### config.mk
export PLATFORM = sky130hd
export DESIGN_NAME = pipe_wb_stage
export DESIGN_NICKNAME = d
export VERILOG_FILES = /design/src/rtl/pipe_wb_stage_pkg.sv /design/src/rtl/pipe_wb_stage_wb_entry_reg.sv /design/src/rtl/pipe_wb_stage.sv
export SDC_FILE = /design/constraint.sdc
export NUM_CORES = 1
export LEC_CHECK = 0
export CAP_MARGIN = 15
export CORE_MARGIN = 2
export CORE_UTILIZATION = 44
export CTS_BUF_LIST = sky130_fd_sc_hd__clkbuf_4 sky130_fd_sc_hd__clkbuf_8
export DETAILED_ROUTE_END_ITERATION = 12
export PLACE_DENSITY = 0.77
export SLEW_MARGIN = 20
export SYNTH_ARGS = -nofsm -noshare
export SYNTH_HDL_FRONTEND = slang
export SYNTH_SLANG_ARGS = --single-unit
### constraint.sdc
create_clock -name clk -period 1.5 [get_ports clk]
set_input_delay 0.225 -clock clk [delete_from_list [all_inputs] [get_ports clk]]
set_output_delay 0.225 -clock clk [all_outputs]
set_load 0.1 [all_outputs]
### src/rtl/pipe_wb_stage_pkg.sv
// rtl/pipe_wb_stage_pkg.sv - shared state encoding and default widths for the writeback stage
package pipe_wb_stage_pkg;
  localparam int DEF_DATA_W = 32;
  localparam int DEF_ADDR_W = 5;
  localparam int DEF_CTRL_W = 3;

  typedef enum logic [1:0] {
    ST_EMPTY = 2'd0,
    ST_ONE   = 2'd1,
    ST_FULL  = 2'd2
  } wb_state_t;
endpackage

### src/rtl/pipe_wb_stage_wb_entry_reg.sv
// rtl/pipe_wb_stage_wb_entry_reg.sv - load-enabled, reset-to-zero register for one writeback entry
module wb_entry_reg
  import pipe_wb_stage_pkg::*;
#(
  parameter int DATA_W = DEF_DATA_W,
  parameter int ADDR_W = DEF_ADDR_W,
  parameter int CTRL_W = DEF_CTRL_W
) (
  input  logic              clk,
  input  logic              rst,
  input  logic              i_load,
  input  logic [CTRL_W-1:0] i_ctrl,
  input  logic [DATA_W-1:0] i_alu_res,
  input  logic [DATA_W-1:0] i_memdata,
  input  logic [ADDR_W-1:0] i_waddr,
  input  logic              i_wen,
  output logic [CTRL_W-1:0] o_ctrl,
  output logic [DATA_W-1:0] o_alu_res,
  output logic [DATA_W-1:0] o_memdata,
  output logic [ADDR_W-1:0] o_waddr,
  output logic              o_wen
);
  always_ff @(posedge clk) begin
    if (rst) begin
      o_ctrl    <= '0;
      o_alu_res <= '0;
      o_memdata <= '0;
      o_waddr   <= '0;
      o_wen     <= 1'b0;
    end else if (i_load) begin
      o_ctrl    <= i_ctrl;
      o_alu_res <= i_alu_res;
      o_memdata <= i_memdata;
      o_waddr   <= i_waddr;
      o_wen     <= i_wen;
    end
  end
endmodule

### src/rtl/pipe_wb_stage.sv
// rtl/pipe_wb_stage.sv - two-entry registered writeback stage with forwarding outputs
module pipe_wb_stage
  import pipe_wb_stage_pkg::*;
#(
  parameter int DATA_W       = DEF_DATA_W,
  parameter int ADDR_W       = DEF_ADDR_W,
  parameter int CTRL_W       = DEF_CTRL_W,
  parameter int MEMTOREG_BIT = 0
) (
  input  logic              clk,
  input  logic              rst,
  input  logic              flush,
  input  logic              in_valid,
  output logic              in_ready,
  input  logic [CTRL_W-1:0] in_ctrl,
  input  logic [DATA_W-1:0] in_alu_res,
  input  logic [DATA_W-1:0] in_memdata,
  input  logic [ADDR_W-1:0] in_waddr,
  input  logic              in_wen,
  output logic              out_valid,
  input  logic              out_ready,
  output logic [CTRL_W-1:0] out_ctrl,
  output logic [DATA_W-1:0] out_alu_res,
  output logic [DATA_W-1:0] out_memdata,
  output logic [ADDR_W-1:0] out_waddr,
  output logic              out_wen,
  output logic              fwd_valid,
  output logic [ADDR_W-1:0] fwd_addr,
  output logic [DATA_W-1:0] fwd_data,
  output logic [1:0]        occupancy
);
  wb_state_t r_state;
  wb_state_t w_state_next;

  logic w_accept, w_pop, w_load_h, w_load_s, w_h_from_s, w_in_wen;
  logic [CTRL_W-1:0] w_s_ctrl, w_h_ctrl_d;
  logic [DATA_W-1:0] w_s_alu_res, w_s_memdata, w_h_alu_res_d, w_h_memdata_d;
  logic [ADDR_W-1:0] w_s_waddr, w_h_waddr_d;
  logic              w_s_wen, w_h_wen_d, w_h_wen;

  assign in_ready  = (r_state != ST_FULL);
  assign out_valid = (r_state != ST_EMPTY);
  assign occupancy = r_state;
  assign w_accept  = in_valid & in_ready;
  assign w_pop     = out_valid & out_ready;
  // Register-0 writes are dropped on entry so they never reach the forwarding net.
  assign w_in_wen  = in_wen & (in_waddr != '0);

  always_ff @(posedge clk) begin
    if (rst) r_state <= ST_EMPTY;
    else     r_state <= w_state_next;
  end

  always_comb begin
    w_state_next = r_state;
    w_load_h     = 1'b0;
    w_load_s     = 1'b0;
    w_h_from_s   = 1'b0;
    if (flush) begin
      w_state_next = ST_EMPTY;
    end else begin
      case (r_state)
        ST_EMPTY: if (w_accept) begin
          w_load_h     = 1'b1;
          w_state_next = ST_ONE;
        end
        ST_ONE: begin
          if (w_accept && w_pop) begin
            w_load_h = 1'b1;
          end else if (w_accept) begin
            w_load_s     = 1'b1;
            w_state_next = ST_FULL;
          end else if (w_pop) begin
            w_state_next = ST_EMPTY;
          end
        end
        ST_FULL: if (w_pop) begin
          w_load_h     = 1'b1;
          w_h_from_s   = 1'b1;
          w_state_next = ST_ONE;
        end
        default: w_state_next = ST_EMPTY;
      endcase
    end
  end

  assign w_h_ctrl_d    = w_h_from_s ? w_s_ctrl    : in_ctrl;
  assign w_h_alu_res_d = w_h_from_s ? w_s_alu_res : in_alu_res;
  assign w_h_memdata_d = w_h_from_s ? w_s_memdata : in_memdata;
  assign w_h_waddr_d   = w_h_from_s ? w_s_waddr   : in_waddr;
  assign w_h_wen_d     = w_h_from_s ? w_s_wen     : w_in_wen;

  wb_entry_reg #(.DATA_W(DATA_W), .ADDR_W(ADDR_W), .CTRL_W(CTRL_W)) u_head (
    .clk(clk), .rst(rst), .i_load(w_load_h),
    .i_ctrl(w_h_ctrl_d), .i_alu_res(w_h_alu_res_d), .i_memdata(w_h_memdata_d),
    .i_waddr(w_h_waddr_d), .i_wen(w_h_wen_d),
    .o_ctrl(out_ctrl), .o_alu_res(out_alu_res), .o_memdata(out_memdata),
    .o_waddr(out_waddr), .o_wen(w_h_wen)
  );

  wb_entry_reg #(.DATA_W(DATA_W), .ADDR_W(ADDR_W), .CTRL_W(CTRL_W)) u_skid (
    .clk(clk), .rst(rst), .i_load(w_load_s),
    .i_ctrl(in_ctrl), .i_alu_res(in_alu_res), .i_memdata(in_memdata),
    .i_waddr(in_waddr), .i_wen(w_in_wen),
    .o_ctrl(w_s_ctrl), .o_alu_res(w_s_alu_res), .o_memdata(w_s_memdata),
    .o_waddr(w_s_waddr), .o_wen(w_s_wen)
  );

  assign out_wen   = w_h_wen & out_valid;
  assign fwd_valid = out_wen;
  assign fwd_addr  = out_waddr;
  assign fwd_data  = out_ctrl[MEMTOREG_BIT] ? out_memdata : out_alu_res;
endmodule
==> metrics.cfg <==
[power_and_ir_drop]
p_per_area_mw_per_mm2 = 953.8
leakage_nw = 4.668
max-vdd-ir-drop_mv = 0.8086
power_w = 0.01229

[yosys]
synth_commonest_cells = 148 x dfxtp_1, 148 x nand2_1, 76 x a21oi_1
synth_area_leader_cell = dfxtp_1
synth_area_leaders = dfxtp_1 45%, mux2i_1 11%, a221oi_1 9.0%
synth.top_cell.area_share = 0.4499
yosysSeqAreaShare = 0.4499
synth.distinct_cells = 32
syn_area_mm2 = 0.006585
ys.flop_type = dfxtp_1
syn_nets = 796
ys_seq_elements = 148
async_flop_share = 0
syn_inst = 718
yosys_warnings = 0
synth_edf_count = 0
syn_avg_cell_area_um2 = 9.171

[global_route]
grt_usage = 0.3426
overflow = 0
antenna_found_initial = 0
grt_max_degree = 73
grt_first_pass_wirelength_um = 42210
grt_pass1_vias = 7210

[sta]
setup_viol = 183
fin_hold_ws_ns = 0.02303
rsz0062_at_grt = yes
setup_slack_ns = -0.3518
period_share = 1.235
hold_viol_final = 0
fmax_ghz = 0.5400
worst_slew_pin_slew_ns = 0.5053
relSlewSlack = 0.6631
min_period_ns = 1.852
drv_slew = 0
fin_setup_tns_ns = -48.57
finClkSkew_ns = 0.01364

[finish]
seqCellArea_mm2 = 0.003060
drive_gt1_frac = 0.5540
areaGrowthSynthToFinish_pct = 95.74
nFillCells = 578
multi_input_comb_area_mm2 = 0.004338
diodes = 0
fin_nets = 1038

[floorplan]
die_w_um = 126.3
die_area_mm2 = 0.01596
io_pins = 193
rows = 44
die_h_um = 126.3
core_area_mm2 = 0.01459
start_util = 0.4514

[setup_path]
cp_max_fo = 6
crit_path_start_kind = flop
critPathCaptureType = flop
path_class = flop to flop
cp.required_ns = 1.85
worst-endpoint-arrival_ns = 2.20

[detailed_routing]
drc = 0
wire_per_inst_um = 26.52
vias = 7070
drt-initial-drc-count = 674
via_per_inst = 6.111
first_pass_iters = 5
antenna_left = 0
routed_wl_um = 30680

[clocking]
ctsHoldBuffers = 0
root_buffer = clkbuf_8
cts.path.max_buffers = 2
cts_tree = built
cts.htree.levels = 4
worstSkewPairLatency_ns = 0.47
clkTransAtPathRegs_ns = 0.08
cts_num_sinks = 148
numCtsBuffers = 17

[status]
status = finished, violations left
violations = setup timing

[placed_design]
hpwl_um = 12930
place_congestion = 0.7855
port_buffers = 192
place_ws_ns = -0.5306

[flow_run]
drv_cap = 0

[worst_hold_path]
hold_path_class = input pin to flop

layout make-up:
class,count,share of cell area
multi-input combinational,496,0.3365
tap,184,0.01786
inverter,2,0.0007765
timing repair buffer,295,0.3709
clock inverter,12,0.01563
clock buffer,20,0.02087
sequential,148,0.2374
stage by stage:
step / cells / area (um2) / utilization
after floorplan: 718 / 6980 / -
after global routing: 1157 / 12890 / 0.8835
after global placement: 1059 / 10080 / 0.6907
after detailed placement: 1059 / 10080 / 0.6907
after CTS: 1149 / 12370 / 0.8482
final: 1157 / 12890 / 0.8835
cell usage in the layout, fill, tap and decap left out, drive strengths merged, types with 4 or more instances in the layout:
cell / instances
buf: 215
nand2: 148
dfxtp: 148
clkdlybuf4s50: 76
a21oi: 76
nor2: 74
a221oi: 73
mux2i: 72
mux2: 32
clkbuf: 24
bufinv: 5
clkinv: 4
critical path, stage by stage, from the launching register on:
cell and delay [ns]:
dfxtp_4 0.37, or2b_4 0.28, buf_6 0.12, a22oi_2 0.23
nor2_4 0.13, buf_12 0.16, buf_16 0.14, a221oi_4 0.31
power breakdown:
group / internal (W) / switching [W]
clock: 0.00209 / 0.00166
combinational: 0.00163 / 0.00255
sequential: 0.00411 / 0.000245
final timing paths:
check / cells after the start / slack (ns) / end / startpoint
max reg2reg: 7 / -0.35 / u_head.o_alu_res[21]$_SDFFE_PP0P_ / occupancy[0]$_SDFFE_PP0P_
min: 2 / 0.02 / u_head.o_alu_res[10]$_SDFFE_PP0P_ / rst
max: 7 / -0.35 / u_head.o_alu_res[21]$_SDFFE_PP0P_ / occupancy[0]$_SDFFE_PP0P_
min reg2reg: 2 / 0.47 / u_skid.o_alu_res[14]$_SDFFE_PP0P_ / u_skid.o_alu_res[14]$_SDFFE_PP0P_
state kept, by name, indices dropped and copies added, names as in the netlist, 2 cells and up:
register	cells
occupancy	2
u_head.o_alu_res	32
u_head.o_ctrl	3
u_head.o_memdata	32
u_head.o_waddr	5
u_skid.o_alu_res	32
u_skid.o_ctrl	3
u_skid.o_memdata	32
u_skid.o_waddr	5
repair_timing:
action / 4_1_cts / 5_1_grt
pin swaps: 64 / 56
setup endpoints to repair: 183 / 184
setup buffers: 32 / 19
resized for setup: 188 / 120
cloned: 26 / 4
routing by layer:
layer | up-vias | global-route usage | part of all wire
met3 | 118 | 0.06875 | 0.072
met4 | 0 | 0.1538 | 0.047
met5 | - | 0 | 0
met1 | 3485 | 0.4080 | 0.38
met2 | 430 | 0.5974 | 0.51
li1 | 3037 | - | -
kinds of logic (layout without fill, tap and decap cells):
logic type | count (synthesis) | in the layout | share of synthesized area
multiplexers | 104 | 104 | 0.1642
buffers and inverters | 75 | 329 | 0.07581
AO/OA/AOI/OAI | 152 | 152 | 0.1640
flip-flops | 148 | 148 | 0.4499
AND/OR/NAND/NOR | 239 | 240 | 0.1461
Note: power is estimated with default switching activity, not from simulation.
